**src/rtl/npu_bus_master_if.sv**
```systemverilog
// Pipelined single-outstanding bus between the NPU burst master and its responder.
// Member names match the original flat port names so callers map one-to-one.
interface npu_bus_master_if #(
  parameter int unsigned DWidth = 32
);
  logic              sel_o;
  logic              trans_o;
  logic              write_o;
  logic [DWidth-1:0] addr_o;
  logic [DWidth-1:0] wdata_o;
  logic              ready_i;
  logic              resp_i;
  logic [DWidth-1:0] rdata_i;

  modport master (
    output sel_o, trans_o, write_o, addr_o, wdata_o,
    input  ready_i, resp_i, rdata_i
  );

  modport slave (
    input  sel_o, trans_o, write_o, addr_o, wdata_o,
    output ready_i, resp_i, rdata_i
  );
endinterface

```
**src/rtl/npu_bus_master.sv**
```systemverilog
// Burst master: turns one read/write command of 1..16 beats into pipelined
// address/data phases with wait-state, error-abort and address-wrap handling.
module npu_bus_master #(
  parameter int unsigned DWidth = 32
) (
  input  logic              clk_i,
  input  logic              rst_ni,
  input  logic              cmd_valid_i,
  output logic              cmd_ready_o,
  input  logic              cmd_write_i,
  input  logic [DWidth-1:0] cmd_addr_i,
  input  logic [3:0]        cmd_len_i,
  input  logic              wr_valid_i,
  input  logic [DWidth-1:0] wr_data_i,
  output logic              wr_ready_o,
  output logic              rd_valid_o,
  output logic [DWidth-1:0] rd_data_o,
  output logic              done_o,
  output logic              err_o,
  output logic              busy_o,
  npu_bus_master_if.master  bus
);

  localparam logic [DWidth-1:0] Step      = DWidth'(DWidth / 8);
  localparam logic [DWidth-1:0] AlignMask = ~DWidth'(3);

  typedef enum logic [1:0] {StIdle, StAddr, StDrain, StDone} state_e;

  state_e            state_q;
  logic              write_q;
  logic              pend_q;
  logic              pend_write_q;
  logic              err_q;
  logic [DWidth-1:0] addr_q;
  logic [3:0]        len_q;
  logic [3:0]        cnt_q;

  logic in_addr;
  logic trans;
  logic accept;
  logic complete;
  logic err_now;
  logic last_beat;

  // ready_i both accepts the current address phase and completes the
  // outstanding data phase, which gives the one-deep pipeline.
  always_comb begin
    in_addr   = (state_q == StAddr);
    trans     = in_addr & (~write_q | wr_valid_i);
    accept    = trans & bus.ready_i;
    complete  = pend_q & bus.ready_i;
    err_now   = complete & bus.resp_i;
    last_beat = (cnt_q == len_q);
  end

  assign cmd_ready_o = (state_q == StIdle);
  assign busy_o      = (state_q != StIdle);
  assign wr_ready_o  = accept & write_q;

  assign bus.sel_o   = in_addr;
  assign bus.trans_o = trans;
  assign bus.write_o = in_addr & write_q;
  assign bus.addr_o  = addr_q;
  assign bus.wdata_o = wr_data_i;

  always_ff @(posedge clk_i or negedge rst_ni) begin
    if (!rst_ni) begin
      state_q      <= StIdle;
      write_q      <= 1'b0;
      pend_q       <= 1'b0;
      pend_write_q <= 1'b0;
      err_q        <= 1'b0;
      addr_q       <= '0;
      len_q        <= '0;
      cnt_q        <= '0;
      rd_valid_o   <= 1'b0;
      rd_data_o    <= '0;
      done_o       <= 1'b0;
      err_o        <= 1'b0;
    end else begin
      rd_valid_o <= 1'b0;
      done_o     <= 1'b0;
      err_o      <= 1'b0;

      // Read data is delivered only for clean beats issued before any error.
      if (complete && !pend_write_q && !bus.resp_i && !err_q) begin
        rd_valid_o <= 1'b1;
        rd_data_o  <= bus.rdata_i;
      end

      if (accept) begin
        addr_q       <= addr_q + Step;
        cnt_q        <= cnt_q + 4'd1;
        pend_q       <= 1'b1;
        pend_write_q <= write_q;
      end else if (complete) begin
        pend_q <= 1'b0;
      end

      if (err_now) begin
        err_q <= 1'b1;
      end

      unique case (state_q)
        StIdle: begin
          if (cmd_valid_i) begin
            write_q <= cmd_write_i;
            addr_q  <= cmd_addr_i & AlignMask;
            len_q   <= cmd_len_i;
            cnt_q   <= '0;
            err_q   <= 1'b0;
            state_q <= StAddr;
          end
        end
        StAddr: begin
          // A beat accepted alongside the error response still has to drain.
          if (err_now) begin
            if (accept) begin
              state_q <= StDrain;
            end else begin
              state_q <= StDone;
              done_o  <= 1'b1;
              err_o   <= 1'b1;
            end
          end else if (accept && last_beat) begin
            state_q <= StDrain;
          end
        end
        StDrain: begin
          if (complete) begin
            state_q <= StDone;
            done_o  <= 1'b1;
            err_o   <= err_q | bus.resp_i;
          end
        end
        StDone: begin
          state_q <= StIdle;
        end
        default: begin
          state_q <= StIdle;
        end
      endcase
    end
  end

endmodule

```
**src/flat_wrapper.sv**
```systemverilog
// flat-port wrapper written by rule: the top's interface ports become plain ports
module npu_bus_master_flat 
#(
  parameter int unsigned DWidth = 32
)
  (clk_i, rst_ni, cmd_valid_i, cmd_ready_o, cmd_write_i, cmd_addr_i, cmd_len_i, wr_valid_i, wr_data_i, wr_ready_o, rd_valid_o, rd_data_o, done_o, err_o, busy_o, bus_sel_o, bus_trans_o, bus_write_o, bus_addr_o, bus_wdata_o, bus_ready_i, bus_resp_i, bus_rdata_i);
  npu_bus_master_if #(.DWidth(DWidth)) bus_i ();
  input  logic clk_i;
  input  logic rst_ni;
  input  logic cmd_valid_i;
  output logic cmd_ready_o;
  input  logic cmd_write_i;
  input  logic [DWidth-1:0] cmd_addr_i;
  input  logic [3:0] cmd_len_i;
  input  logic wr_valid_i;
  input  logic [DWidth-1:0] wr_data_i;
  output logic wr_ready_o;
  output logic rd_valid_o;
  output logic [DWidth-1:0] rd_data_o;
  output logic done_o;
  output logic err_o;
  output logic busy_o;
  output wire logic [$bits(bus_i.sel_o)-1:0] bus_sel_o;
  output wire logic [$bits(bus_i.trans_o)-1:0] bus_trans_o;
  output wire logic [$bits(bus_i.write_o)-1:0] bus_write_o;
  output wire logic [$bits(bus_i.addr_o)-1:0] bus_addr_o;
  output wire logic [$bits(bus_i.wdata_o)-1:0] bus_wdata_o;
  input wire logic [$bits(bus_i.ready_i)-1:0] bus_ready_i;
  input wire logic [$bits(bus_i.resp_i)-1:0] bus_resp_i;
  input wire logic [$bits(bus_i.rdata_i)-1:0] bus_rdata_i;
  assign bus_sel_o = bus_i.sel_o;
  assign bus_trans_o = bus_i.trans_o;
  assign bus_write_o = bus_i.write_o;
  assign bus_addr_o = bus_i.addr_o;
  assign bus_wdata_o = bus_i.wdata_o;
  assign bus_i.ready_i = bus_ready_i;
  assign bus_i.resp_i = bus_resp_i;
  assign bus_i.rdata_i = bus_rdata_i;
  npu_bus_master #(.DWidth(DWidth)) u_core (.clk_i(clk_i), .rst_ni(rst_ni), .cmd_valid_i(cmd_valid_i), .cmd_ready_o(cmd_ready_o), .cmd_write_i(cmd_write_i), .cmd_addr_i(cmd_addr_i), .cmd_len_i(cmd_len_i), .wr_valid_i(wr_valid_i), .wr_data_i(wr_data_i), .wr_ready_o(wr_ready_o), .rd_valid_o(rd_valid_o), .rd_data_o(rd_data_o), .done_o(done_o), .err_o(err_o), .busy_o(busy_o), .bus(bus_i));
endmodule
```
**config.mk**
```make
export PLATFORM = sky130hd
export DESIGN_NAME = npu_bus_master_flat
export DESIGN_NICKNAME = d
export VERILOG_FILES = /design/src/rtl/npu_bus_master_if.sv /design/src/rtl/npu_bus_master.sv /design/src/flat_wrapper.sv
export SDC_FILE = /design/constraint.sdc
export NUM_CORES = 1
export LEC_CHECK = 0
export BUFFER_PORTS_ARGS = -buffer_cell sky130_fd_sc_hd__buf_2
export CORE_MARGIN = 10
export CORE_UTILIZATION = 40
export DETAILED_ROUTE_END_ITERATION = 6
export PLACE_DENSITY = 0.73
export SLEW_MARGIN = 10
export SYNTH_ARGS = -nofsm -noshare
export SYNTH_HDL_FRONTEND = slang
export SYNTH_SLANG_ARGS = --single-unit
```
**constraint.sdc**
```tcl
create_clock -name clk_i -period 4.3 [get_ports clk_i]
set_input_delay 0.645 -clock clk_i [delete_from_list [all_inputs] [get_ports clk_i]]
set_output_delay 0.645 -clock clk_i [all_outputs]
set_load 0.01 [all_outputs]
```
# Yosys cells after proc, flatten, opt, wreduce, memory -nomap -nowiden
# Cells that the tools add are included.
# W data, S select, Z words.
[word_totals]
regBits = 81
inputBits = 107
wordCells = 66
[classes]
n_addsub = 2
n_eq_ne = 7
mux = 24
n_bitwise = 9
reduce_logical = 12
[ops]
columns = ["operator", "count"]
rows = [
  ["$mux W32", 3],
  ["$add A32 B3 Y32 const B", 1],
  ["$mux W4", 3],
  ["$mux W1", 11],
  ["$mux W2", 4],
  ["$pmux W2 S4", 1],
  ["$and A1 B1 Y1", 6],
  ["$add A4 B1 Y4 const B", 1],
  ["$eq A2 B2 Y1 const B", 2],
  ["$eq A4 B4 Y1", 1],
  ["$logic_and A1 B1 Y1", 4],
  ["$pmux W1 S2", 2],
  ["$reduce_bool A2 Y1", 2],
  ["$logic_not A1 Y1", 3],
  ["$ne A3 B3 Y1 const B", 1],
  ["$reduce_and A3 Y1", 1],
  ["$eq A2 B1 Y1 const B", 1],
  ["$logic_not A2 Y1", 1],
  ["$ne A2 B1 Y1 const B", 1],
  ["$ne A2 B2 Y1 const B", 1],
  ["$or A1 B1 Y1", 2],
  ["$reduce_and A2 Y1", 1],
  ["$not A1 Y1", 1],
]

# Logic depth before layout (Yosys ltp)
[logic_depth]
depth_word = 8
mapped_depth = 8

# Worst setup path after synthesis
# OpenSTA, ideal clock, no wires.
[synth_timing]
path_type = "reg-to-output"
startpoint = "register u_core.state_q[1]"
endpoint = "output port wr_ready_o"
t_arrival_ns = 1.318
slack_ns = 2.337
stages_incl_launch_ff = 6
n_path_buf = 0
cell_sequence = "dfrtp_1 > inv_1 > ha_1 > nand2_2 > nor2_4 > and2_1"
[synth_between]
elab_chain_cells = 4
[synth_lines]
columns = ["item", "line_no", "text"]
rows = [
  ["from (decl)", "npu_bus_master.sv:29", "state_e state_q;"],
  ["from (signal assigned)", "npu_bus_master.sv:68", "state_q <= StIdle;"],
  ["from (signal assigned)", "npu_bus_master.sv:112", "state_q <= StAddr;"],
  ["from (signal assigned)", "npu_bus_master.sv:119", "state_q <= StDrain;"],
  ["$eq A2 B1 Y1", "npu_bus_master.sv:48", "in_addr = (state_q == StAddr);"],
  ["via bus_sel_o", "flat_wrapper.sv:23", "output wire logic [$bits(bus_i.sel_o)-1:0] bus_sel_o;"],
  ["$and A1 B1 Y1", "npu_bus_master.sv:49", "trans = in_addr & (~write_q | wr_valid_i);"],
  ["$and A1 B1 Y1", "npu_bus_master.sv:50", "accept = trans & bus.ready_i;"],
  ["$and A1 B1 Y1", "npu_bus_master.sv:58", "assign wr_ready_o = accept & write_q;"],
  ["to (decl)", "flat_wrapper.sv:17", "output logic wr_ready_o;"],
]
# The timed path passes the listed nets, and every way through them passes these cells.

# Worst setup path in the final report
[layout_timing]
startpoint = "register u_core.write_q"
endpoint = "output port wr_ready_o"
[layout_between]
elab_chain_cells = 5
[layout_lines]
columns = ["item", "line_no", "text"]
rows = [
  ["from (decl)", "npu_bus_master.sv:30", "logic write_q;"],
  ["from (signal assigned)", "npu_bus_master.sv:107", "write_q <= cmd_write_i;"],
  ["$not A1 Y1", "npu_bus_master.sv:49", ""],
  ["$or A1 B1 Y1", "npu_bus_master.sv:49", ""],
  ["$and A1 B1 Y1", "npu_bus_master.sv:49", ""],
  ["$and A1 B1 Y1", "npu_bus_master.sv:50", ""],
  ["$and A1 B1 Y1 *", "npu_bus_master.sv:58", ""],
]
# Mark *: on every way between the ends. The rest lies on a longest branch, timed or not.

==> metrics.txt <==
sequential element share of the synthesized area 49.94%; Pleak 0.002272 uW; time the worst path needs with I/O delays and setup 2726 ps; Placed Cells incl. Taps 603; largest net degree at the start of global routing 80; Yosys top cell area share 49.94%; global-route congestion overflow total 0; setup repair after global routing missed its margin no; number of global-route vias before repair 3,346; critical path capture point type output pin; share of layout cells above drive strength 1 42.39%; number of nets with antenna violations after detailed routing 0; Clock Tree Buf Depth 2; worst-case vdd ir drop 0.2703 mV; post-layout net count 594; post-detail-place hpwl 7868 um; largest family of logic cells by synthesized area simple AND/OR/NAND/NOR gates; via count 3,049; synthesized area 0.003959 mm2; Hold Vio Cnt, Final 0; async set or reset register ratio after synthesis 100.0%; Comb pwr share 39.0%; endpoint required time on the critical path 3650 ps; share of synthesized cell area in and, or, nand and nor gates 16.47%; flip-flop cell with the highest count after synthesis sky130_fd_sc_hd__dfrtp_1; warning count from the yosys run 0; Worst Setup Path Type flop to output pin; final weighted congestion in routability-driven placement 0.8042; net switching power figure 1223 uW; starting density of the core 40.69%; cell types with the largest area share after synthesis sky130_fd_sc_hd__dfrtp_1 (50%), sky130_fd_sc_hd__mux2_2 (9.7%), sky130_fd_sc_hd__xor2_1 (6.6%), sky130_fd_sc_hd__buf_4 (6.4%), sky130_fd_sc_hd__nand2_1 (5.7%); Sequential Area 0.001977 mm2; Finished Layout Cells 619; maxcap violations 0; num ports 212; mux contribution to synthesized area 9.924%; number of remaining DRC errors 0; post-synthesis share of cell area spent on xor and xnor gates 7.743%; Avg WL per Cell 16.35 um; Placement Cell Area 0.004561 mm2; Crit Reg-Reg Startpoint u_core.state_q[1]$_DFFE_PN0P_; final sum of negative setup slack 0 ps; Yosys top cell by area sky130_fd_sc_hd__dfrtp_1; register-to-register setup slack 1990 ps; worst slew slack as a fraction of its limit 25.14%; number of synthesized flops with an enable pin 0; Crit Path Max Fanout 10; Die ar. 0.01428 mm2; Reg2Reg Capture Point u_core.bus.addr_o[23]$_DFF_PN0_; maximum achievable frequency 366.8 MHz; Via-to-Cell Ratio 4.926; share of total power in sequential cells 44.4%; Final Setup Violations 0; pwr dens 647.6 mW/mm2; # H-tree levels 3; internal power contribution 1847 uW; run status completed; switching portion of total power 39.83%; length of the first detailed-routing pass in iterations 4; Synth Area in Compound Gates 5.499%; CTS buffer count 9; post-route clock skew 12.14 ps; count of filler cells inserted in the layout 924; Skew-Pair Late Insertion Delay 350 ps; area added between synthesis and finish 19.72%; root cell of the clock tree sky130_fd_sc_hd__clkbuf_8; multi-input gate area in the final layout 0.001662 mm2; count of inserted antenna diode cells 0; clock slew at reported path FFs 80 ps; endpoint arrival time on the critical path 2080 ps; worst reg2reg path depth 7; CP startpoint u_core.write_q$_DFFE_PN0P_; initial antenna violation count 0; number of design-rule violations left by the first detailed-router iteration 105; Post-Syn Area per Cell 10.67 um2; post_cts resized 0; number of max-slew violations in the final report 0; worst hold slack 455.5 ps; placement row count 36; WL final 10,120 um; number of storage elements in the synthesis netlist 79; clock tree from TritonCTS built; hold bufs inserted after CTS 0; number of cells produced by synthesis 371; number of distinct standard cells referenced by the synthesized netlist 39; die width 119.5 um; Global Route Usage Sum 14.06%; global-route wire length before repair 16,700 um; slew of the pin with the lowest slew margin 1114 ps; Setup Fix Bufs, Post-CTS 0; height of the chip 119.5 um; Clk network pwr share 16.6%; Period Utilization, post-route 63.41%; Clock Sink Count 79; type of element launching the critical path flop; Layout Cell Area excl Fill 0.004740 mm2; kind of path behind the tightest hold check primary input to async pin; adder-cell share of the synthesized area 1.896%; post-route total power 3069 uW; number of port buffers 143; placeable core region 0.009729 mm2
-- Yosys cell counts, types with 2 or more instances --
library cell,count
sky130_fd_sc_hd__dfrtp_1,79
sky130_fd_sc_hd__nand2_1,60
sky130_fd_sc_hd__buf_4,34
sky130_fd_sc_hd__mux2_2,34
sky130_fd_sc_hd__o21ai_0,30
sky130_fd_sc_hd__xor2_1,30
sky130_fd_sc_hd__nand3_1,17
sky130_fd_sc_hd__nand4_1,13
sky130_fd_sc_hd__clkbuf_1,7
sky130_fd_sc_hd__buf_2,6
sky130_fd_sc_hd__ha_1,6
sky130_fd_sc_hd__inv_1,6
sky130_fd_sc_hd__nor2_1,6
sky130_fd_sc_hd__and3_1,5
sky130_fd_sc_hd__xnor2_1,5
sky130_fd_sc_hd__and2_1,4
sky130_fd_sc_hd__a21oi_1,3
sky130_fd_sc_hd__nor4_1,3
sky130_fd_sc_hd__nor2b_1,2
sky130_fd_sc_hd__nor4_2,2
-- logic make-up after synthesis --
group,after synthesis
buf+inv,53
simple gates,123
xor+xnor,35
fa+ha+maj,6
mux,35
other cells,1
flops,79
compound gates,39
-- metal layers --
layer	up-vias	track usage (%)	part of all wire, %
li1	1452	-	-
met5	-	0	0
met3	15	6.613	11
met2	156	21.32	44
met4	0	5.354	1.6
met1	1426	16.99	44
-- stage by stage --
step / utilization (%) / worst slack (ps)
2_1_floorplan: - / 2337
3_3_place_gp: 46.88 / 1638
3_5_place_dp: 46.88 / 1635
4_1_cts: 48.71 / 1516
5_1_grt: 48.71 / 1350
6_report: 48.71 / 1574
-- how the worst max path moves through the flow --
stage	endpoint
after floorplan	wr_ready_o
after global placement	wr_ready_o
after detailed placement	wr_ready_o
after CTS	wr_ready_o
after global routing	wr_ready_o
final	wr_ready_o
-- sequential cells by signal, indices dropped and copies added (netlist names), 2 cells and up --
signal             count
u_core.cnt_q           4
u_core.state_q         2
u_core.rd_data_o      32
u_core.bus.addr_o     30
u_core.len_q           4
-- power by group through the flow --
stage               Combinational, uW  Clock, uW  Sequential [uW]
global route                     1340        563             1420
detailed placement               1220          0             1380
finish                           1200        510             1360
floorplan                         617          0             1470
CTS                              1230        531             1360
global placement                 1190          0             1350
-- layout by cell type (no fill, tap or decap), types with 2 or more instances in the layout --
| cell | count |
|---|---|
| sky130_fd_sc_hd__dfrtp_1 | 79 |
| sky130_fd_sc_hd__inv_6 | 3 |
| sky130_fd_sc_hd__ha_1 | 6 |
| sky130_fd_sc_hd__nand2_1 | 60 |
| sky130_fd_sc_hd__xor2_1 | 30 |
| sky130_fd_sc_hd__nor2_1 | 6 |
| sky130_fd_sc_hd__conb_1 | 2 |
| sky130_fd_sc_hd__nand4_1 | 13 |
| sky130_fd_sc_hd__clkbuf_8 | 9 |
| sky130_fd_sc_hd__nor2b_1 | 2 |
| sky130_fd_sc_hd__nor4_4 | 2 |
| sky130_fd_sc_hd__xnor2_1 | 5 |
| sky130_fd_sc_hd__nor4_1 | 3 |
| sky130_fd_sc_hd__clkinvlp_4 | 2 |
| sky130_fd_sc_hd__o21ai_0 | 30 |
| sky130_fd_sc_hd__and3_1 | 5 |
| sky130_fd_sc_hd__buf_4 | 3 |
| sky130_fd_sc_hd__a21oi_1 | 3 |
| sky130_fd_sc_hd__mux2_2 | 34 |
| sky130_fd_sc_hd__buf_2 | 142 |
| sky130_fd_sc_hd__nand3_1 | 17 |
| sky130_fd_sc_hd__and2_1 | 3 |
| sky130_fd_sc_hd__inv_1 | 6 |
-- worst max-delay path, cell delays in order (launching register included) --
cell and delay (ps):
sky130_fd_sc_hd__dfrtp_1 430, sky130_fd_sc_hd__nor2b_1 740, sky130_fd_sc_hd__nor2_4 190, sky130_fd_sc_hd__and2_1 230
sky130_fd_sc_hd__buf_2 140
-- cell type report --
class                   count  share of cell area, %
flip-flops and latches     79                  41.71
multi-input cells         240                  35.06
repair buffers            145                  15.47
well taps                 133                  3.511
clock buffers               9                  2.614
clock inverters             7                  1.162
inverters                   6                 0.4752
Power figures use the tool's default switching activity.
